## src/rtl/muxn_reg_hs.sv

```systemverilog
// muxn_reg_hs: N-channel, W-bit multiplexer with a one-entry registered output
// stage and valid/ready handshakes on both sides.
//
// Channel choice is either an explicit select or, when the MUXN_RR_EN macro is
// defined, a round-robin scan of the valid channels starting at a rotating
// pointer. Without MUXN_RR_EN the mode input is ignored and the pointer logic
// is not built.
//
// The output register accepts a new word whenever it is empty or being drained
// in the same cycle, so a continuously ready consumer sees one word per cycle.

module muxn_reg_hs #(
  parameter int N = 4,
  parameter int W = 8,
  localparam int SW = $clog2(N)
) (
  input  logic           clk,
  input  logic           rst,
  input  logic [N*W-1:0] in_data,
  input  logic [N-1:0]   in_valid,
  output logic [N-1:0]   in_ready,
  input  logic [SW-1:0]  sel,
  input  logic           mode,
  output logic [W-1:0]   out_data,
  output logic [SW-1:0]  out_ch,
  output logic           out_valid,
  input  logic           out_ready,
  output logic           sel_err
);

  // N widened by one bit so a full-range select can be compared against it.
  localparam logic [SW:0]   N_EXT   = (SW+1)'(N);
  localparam logic [SW-1:0] LAST_CH = SW'(N-1);

  // Output register state.
  logic          out_valid_q, out_valid_d;
  logic [W-1:0]  out_data_q,  out_data_d;
  logic [SW-1:0] out_ch_q,    out_ch_d;
  logic          sel_err_q,   sel_err_d;

  // Channel choice and handshake terms.
  logic          rr_mode;
  logic          sel_ok;
  logic [SW-1:0] choice_ch;
  logic          choice_ok;
  logic          choice_valid;
  logic [W-1:0]  choice_data;
  logic          load_en;
  logic          xfer;

`ifdef MUXN_RR_EN
  logic [SW-1:0] ptr_q, ptr_d;
  assign rr_mode = mode;
`else
  logic unused_mode;
  assign unused_mode = mode;
  assign rr_mode     = 1'b0;
`endif

  // Look up one bit of a channel vector by a run-time channel index.
  function automatic logic valid_at(input logic [N-1:0] v, input logic [SW-1:0] idx);
    valid_at = 1'b0;
    for (int j = 0; j < N; j++) begin
      if (idx == SW'(j)) valid_at = v[j];
    end
  endfunction

  // Look up one W-bit word of the packed channel bus by a run-time index.
  function automatic logic [W-1:0] data_at(input logic [N*W-1:0] d, input logic [SW-1:0] idx);
    data_at = '0;
    for (int j = 0; j < N; j++) begin
      if (idx == SW'(j)) data_at = d[j*W +: W];
    end
  endfunction

  // An explicit select only names a real channel when it is below N.
  assign sel_ok  = ({1'b0, sel} < N_EXT);

  // The single output entry can take a word when empty or draining now.
  assign load_en = !out_valid_q || out_ready;

  // Pick the channel for this cycle: explicit select or round-robin scan.
  always_comb begin
    choice_ch = sel;
    choice_ok = sel_ok;
`ifdef MUXN_RR_EN
    if (rr_mode) begin
      int            scan_k;
      logic [SW-1:0] scan_idx;
      choice_ch = '0;
      choice_ok = 1'b0;
      scan_k    = 0;
      scan_idx  = '0;
      // Walk from farthest to nearest so the channel closest to ptr wins.
      for (int i = N-1; i >= 0; i--) begin
        scan_k = int'(ptr_q) + i;
        if (scan_k >= N) scan_k = scan_k - N;
        scan_idx = SW'(scan_k);
        if (valid_at(in_valid, scan_idx)) begin
          choice_ch = scan_idx;
          choice_ok = 1'b1;
        end
      end
    end
`endif
  end

  assign choice_valid = valid_at(in_valid, choice_ch);
  assign choice_data  = data_at(in_data, choice_ch);
  assign xfer         = !rst && choice_ok && choice_valid && load_en;

  // Grant ready to the chosen channel only; nothing is granted during reset.
  always_comb begin
    in_ready = '0;
    for (int j = 0; j < N; j++) begin
      if (choice_ch == SW'(j)) in_ready[j] = !rst && choice_ok && load_en;
    end
  end

  // Next state of the output register and the select-error flag.
  always_comb begin
    out_valid_d = xfer || (out_valid_q && !out_ready);
    out_data_d  = out_data_q;
    out_ch_d    = out_ch_q;
    if (xfer) begin
      out_data_d = choice_data;
      out_ch_d   = choice_ch;
    end
    sel_err_d = !rr_mode && !sel_ok;
  end

  // Output register with synchronous reset.
  always_ff @(posedge clk) begin
    if (rst) begin
      out_valid_q <= 1'b0;
      out_data_q  <= '0;
      out_ch_q    <= '0;
      sel_err_q   <= 1'b0;
    end else begin
      out_valid_q <= out_valid_d;
      out_data_q  <= out_data_d;
      out_ch_q    <= out_ch_d;
      sel_err_q   <= sel_err_d;
    end
  end

`ifdef MUXN_RR_EN
  // Advance the round-robin pointer past the channel just served.
  always_comb begin
    ptr_d = ptr_q;
    if (xfer && rr_mode) begin
      ptr_d = (choice_ch == LAST_CH) ? '0 : choice_ch + SW'(1);
    end
  end

  // Round-robin pointer register.
  always_ff @(posedge clk) begin
    if (rst) ptr_q <= '0;
    else     ptr_q <= ptr_d;
  end
`endif

  assign out_valid = out_valid_q;
  assign out_data  = out_data_q;
  assign out_ch    = out_ch_q;
  assign sel_err   = sel_err_q;

endmodule
```

## config.mk

```make
export PLATFORM = sky130hd
export DESIGN_NAME = muxn_reg_hs
export DESIGN_NICKNAME = d
export VERILOG_FILES = /design/src/rtl/muxn_reg_hs.sv
export SDC_FILE = /design/constraint.sdc
export NUM_CORES = 1
export LEC_CHECK = 0
export CELL_PAD_IN_SITES_DETAIL_PLACEMENT = 1
export CELL_PAD_IN_SITES_GLOBAL_PLACEMENT = 1
export CORE_ASPECT_RATIO = 1.5
export CORE_MARGIN = 2
export CORE_UTILIZATION = 24
export CTS_CLUSTER_DIAMETER = 30
export DETAILED_ROUTE_END_ITERATION = 16
export PLACE_DENSITY = 0.9
export SYNTH_ARGS = -nofsm -noshare
export SYNTH_HDL_FRONTEND = slang
export SYNTH_SLANG_ARGS = --single-unit
```

## constraint.sdc

```tcl
create_clock -name clk -period 1.81 [get_ports clk]
set_input_delay 0.2715 -clock clk [delete_from_list [all_inputs] [get_ports clk]]
set_output_delay 0.2715 -clock clk [all_outputs]
set_load 0.05 [all_outputs]
```

==> qor.csv <==
stage,metric,value,unit
yosys,syn-num-nets,115,
cells_and_area,final_nets,178,
yosys,ys_seq_area_share,30.4,%
clock_tree,postCtsSetupBuffers,0,
die,io_pins,58,
die,rows,24,
clock_tree,htreeDepth,1,
clock_tree,clkSinkCount,11,
run,maxCapViolations,0,
setup_path,crit_chain,"clkdlybuf4s50_1, nor2b_4, nor2_1, and3_1, buf_12",
route,vias,847,
route,firstDrtPassIters,3,
route,maxUsedRoutingLayer,met4,
timing,period_share,97.8,%
setup_path,cpLargestDelayFamily,buffers and inverters,
global_route,grt_antenna_before_repair,0,
cells_and_area,syn2layout_area_growth,103,%
route,postRouteAntennaNets,0,
yosys,synth_enable_flop_cells,0,
global_route,grt_pass1_wl,4.50,mm
cells_and_area,diodes,0,
setup_path,crit_slowest_cell,clkdlybuf4s50_1,
clock_tree,clkTransAtPathRegs,0.05,ns
yosys,synth_flop_cell,dfxtp_1,
clock_tree,cts-root-buf,clkbuf_8,
run_status,outcome,finished clean,
power,leakage,0.000539,uW
hold_path,hold_class,reg -> reg,
die,start_util,25.1,%
setup_path,critical_path_class,in -> out,
route,wl_met2,1.65,mm
die,die_h,71.3,um
global_route,grt_overflow_total,0,
yosys,avgSynthCellArea,9.92,um^2
global_route,grt_pass1_vias,943,
yosys,synthCells,73,
timing,setup_slack,0.0400,ns
clock_tree,clk_path_buf_depth,2,
place,gp_congestion,0.807,
route,wire_per_inst,15.6,um
setup_path,cp_data_required_time,1.54,ns
yosys,syn_area,724,um^2
cells_and_area,drive_above_1_share,23.7,%
global_route,grt_max_degree,13,
die,die_x,48.9,um
place,dp_hpwl,2.33,mm
route,routed_wl,2.71,mm
timing,hold_ws,0.474,ns
setup_path,slowest_delay,0.48,ns
power,peakVddDrop,248,uV
timing,fin_skew,0.00195,ns
die,core_area,2880,um^2
timing,drv_slew,0,
timing,fmax,565,MHz
setup_path,crit_buf_inv,2,
timing,setup_viol,0,
place,place_ws,-0.182,ns
power,powerDensity,612,nW/um^2
yosys,synthArstFlopShare,0,%
timing,worst_slew_margin_rel,66.5,%
clock_tree,clock_latency,0.24,ns
die,die-area,3480,um^2
place,port_buffers,55,
global_route,gr-usage-all-layers,17.3,%
yosys,synth_warnings,0,
clock_tree,numCtsBuffers,3,
yosys,synth_cell_types,23,
timing,hold_violations,0,
setup_path,cp-start-kind,input port,
timing,min_period,1.77,ns
setup_path,crit_fanout,5,
clock_tree,ctsHoldBuffers,0,
route,wl_met3,140,um
route,viasPerCell,4.87,
route,wl_met1,841,um
yosys,synth_seq_cells,11,
clock_tree,cts_tree,built,
route,drt_iter0_markers,10,
setup_path,critPathArrivalTime,1.50,ns
timing,worst_pin_slew,0.500,ns
setup_path,cp-end-kind,output pin,
route,remaining_drc_errors,0,
==> path summary, 6_finish.rpt <==
kind,startpoint,end,slack [ns],cells after the start
setup / recovery,out_ready,in_ready[1],0.04,5
hold / removal,out_data[7]$_SDFFE_PP0P_,out_data[7]$_SDFFE_PP0P_,0.47,2
setup reg to reg,out_valid$_SDFF_PP0_,out_data[4]$_SDFFE_PP0P_,0.38,4
hold reg to reg,out_data[7]$_SDFFE_PP0P_,out_data[7]$_SDFFE_PP0P_,0.47,2
==> state kept, by name, indices dropped and copies added (netlist names) <==
| signal | flops |
|---|---|
| out_ch | 2 |
| out_data | 8 |
| out_valid | 1 |
==> layout by cell type (no fill, tap or decap) <==
cell type / instances
a21oi_2: 1
nor3_4: 1
clkdlybuf4s50_1: 50
inv_1: 1
conb_1: 1
clkbuf_8: 3
o21ai_1: 9
mux2_4: 1
clkbuf_1: 1
nor2_1: 2
buf_4: 9
mux4_2: 8
nor2b_4: 1
o21ai_0: 1
and3_1: 3
nand2_1: 1
dfxtp_1: 11
nor4_4: 2
buf_12: 4
a21oi_1: 10
or3_1: 1
buf_6: 1
nand3_1: 10
mux2i_2: 1
nand2b_1: 1
dlygate4sd2_1: 1
==> kinds of logic after synthesis <==
family / share of synthesized area (%)
and+or+nand+nor: 17.6
muxes: 28.8
other: 0.518
DFF: 30.4
AOI/OAI and AO/OA: 15.0
buffers and inverters: 7.60
==> cell type report <==
type,instances,area (um^2)
Multi-Input combinational cell,54,487
Clock buffer,4,45.0
Timing Repair Buffer,65,668
Tap cell,39,48.8
Inverter,1,3.75
Fill cell,321,1410
Sequential cell,11,220
==> layer usage <==
layer	vias up	global-route usage (%)
met5	-	0
met4	0	11.4
met3	7	3.33
met2	39	34.1
met1	402	15.5
li1	399	-
==> synthesized netlist by cell type (2+ instances only) <==
| cell | n | area (um^2) |
|---|---|---|
| buf_2 | 2 | 10.0 |
| o21ai_1 | 9 | 45.0 |
| buf_4 | 2 | 15.0 |
| nand3_1 | 10 | 50.1 |
| nor4_1 | 2 | 12.5 |
| buf_6 | 2 | 22.5 |
| and3_1 | 3 | 18.8 |
| a21oi_1 | 10 | 50.1 |
| nor2_1 | 2 | 7.51 |
| mux4_2 | 8 | 180 |
| dfxtp_1 | 11 | 220 |
==> stage by stage <==
| stage | TNS [ns] | total power, uW | area (um^2) | utilization [%] | std cells |
|---|---|---|---|---|---|
| 2_1_floorplan | -0.154 | 479 | 737 | - | 73 |
| 3_3_place_gp | -0.497 | 643 | 1400 | 48.6 | 170 |
| 3_5_place_dp | -1.91 | 656 | 1400 | 48.6 | 170 |
| 4_1_cts | 0 | 909 | 1470 | 51.0 | 174 |
| 5_1_grt | -0.0133 | 952 | 1470 | 51.1 | 174 |
| 6_report | 0 | 901 | 1470 | 51.1 | 174 |
==> worst min-delay path, stage by stage (launching register included) <==
cell	delay (ns)
dfxtp_1	0.31
nand3_1	0.06
a21oi_1	0.05
==> where the power goes <==
| part | switching [uW] | internal (uW) |
|---|---|---|
| registers | 12.2 | 264 |
| logic | 187 | 195 |
| clock network | 88.7 | 154 |
| total | 288 | 613 |
==> timing repair <==
action	CTS	global route
setup endpoints to repair	4	1
gates cloned	0	0
pin swaps	0	1
resized for setup	5	1
Note: power is estimated with default switching activity, not from simulation.
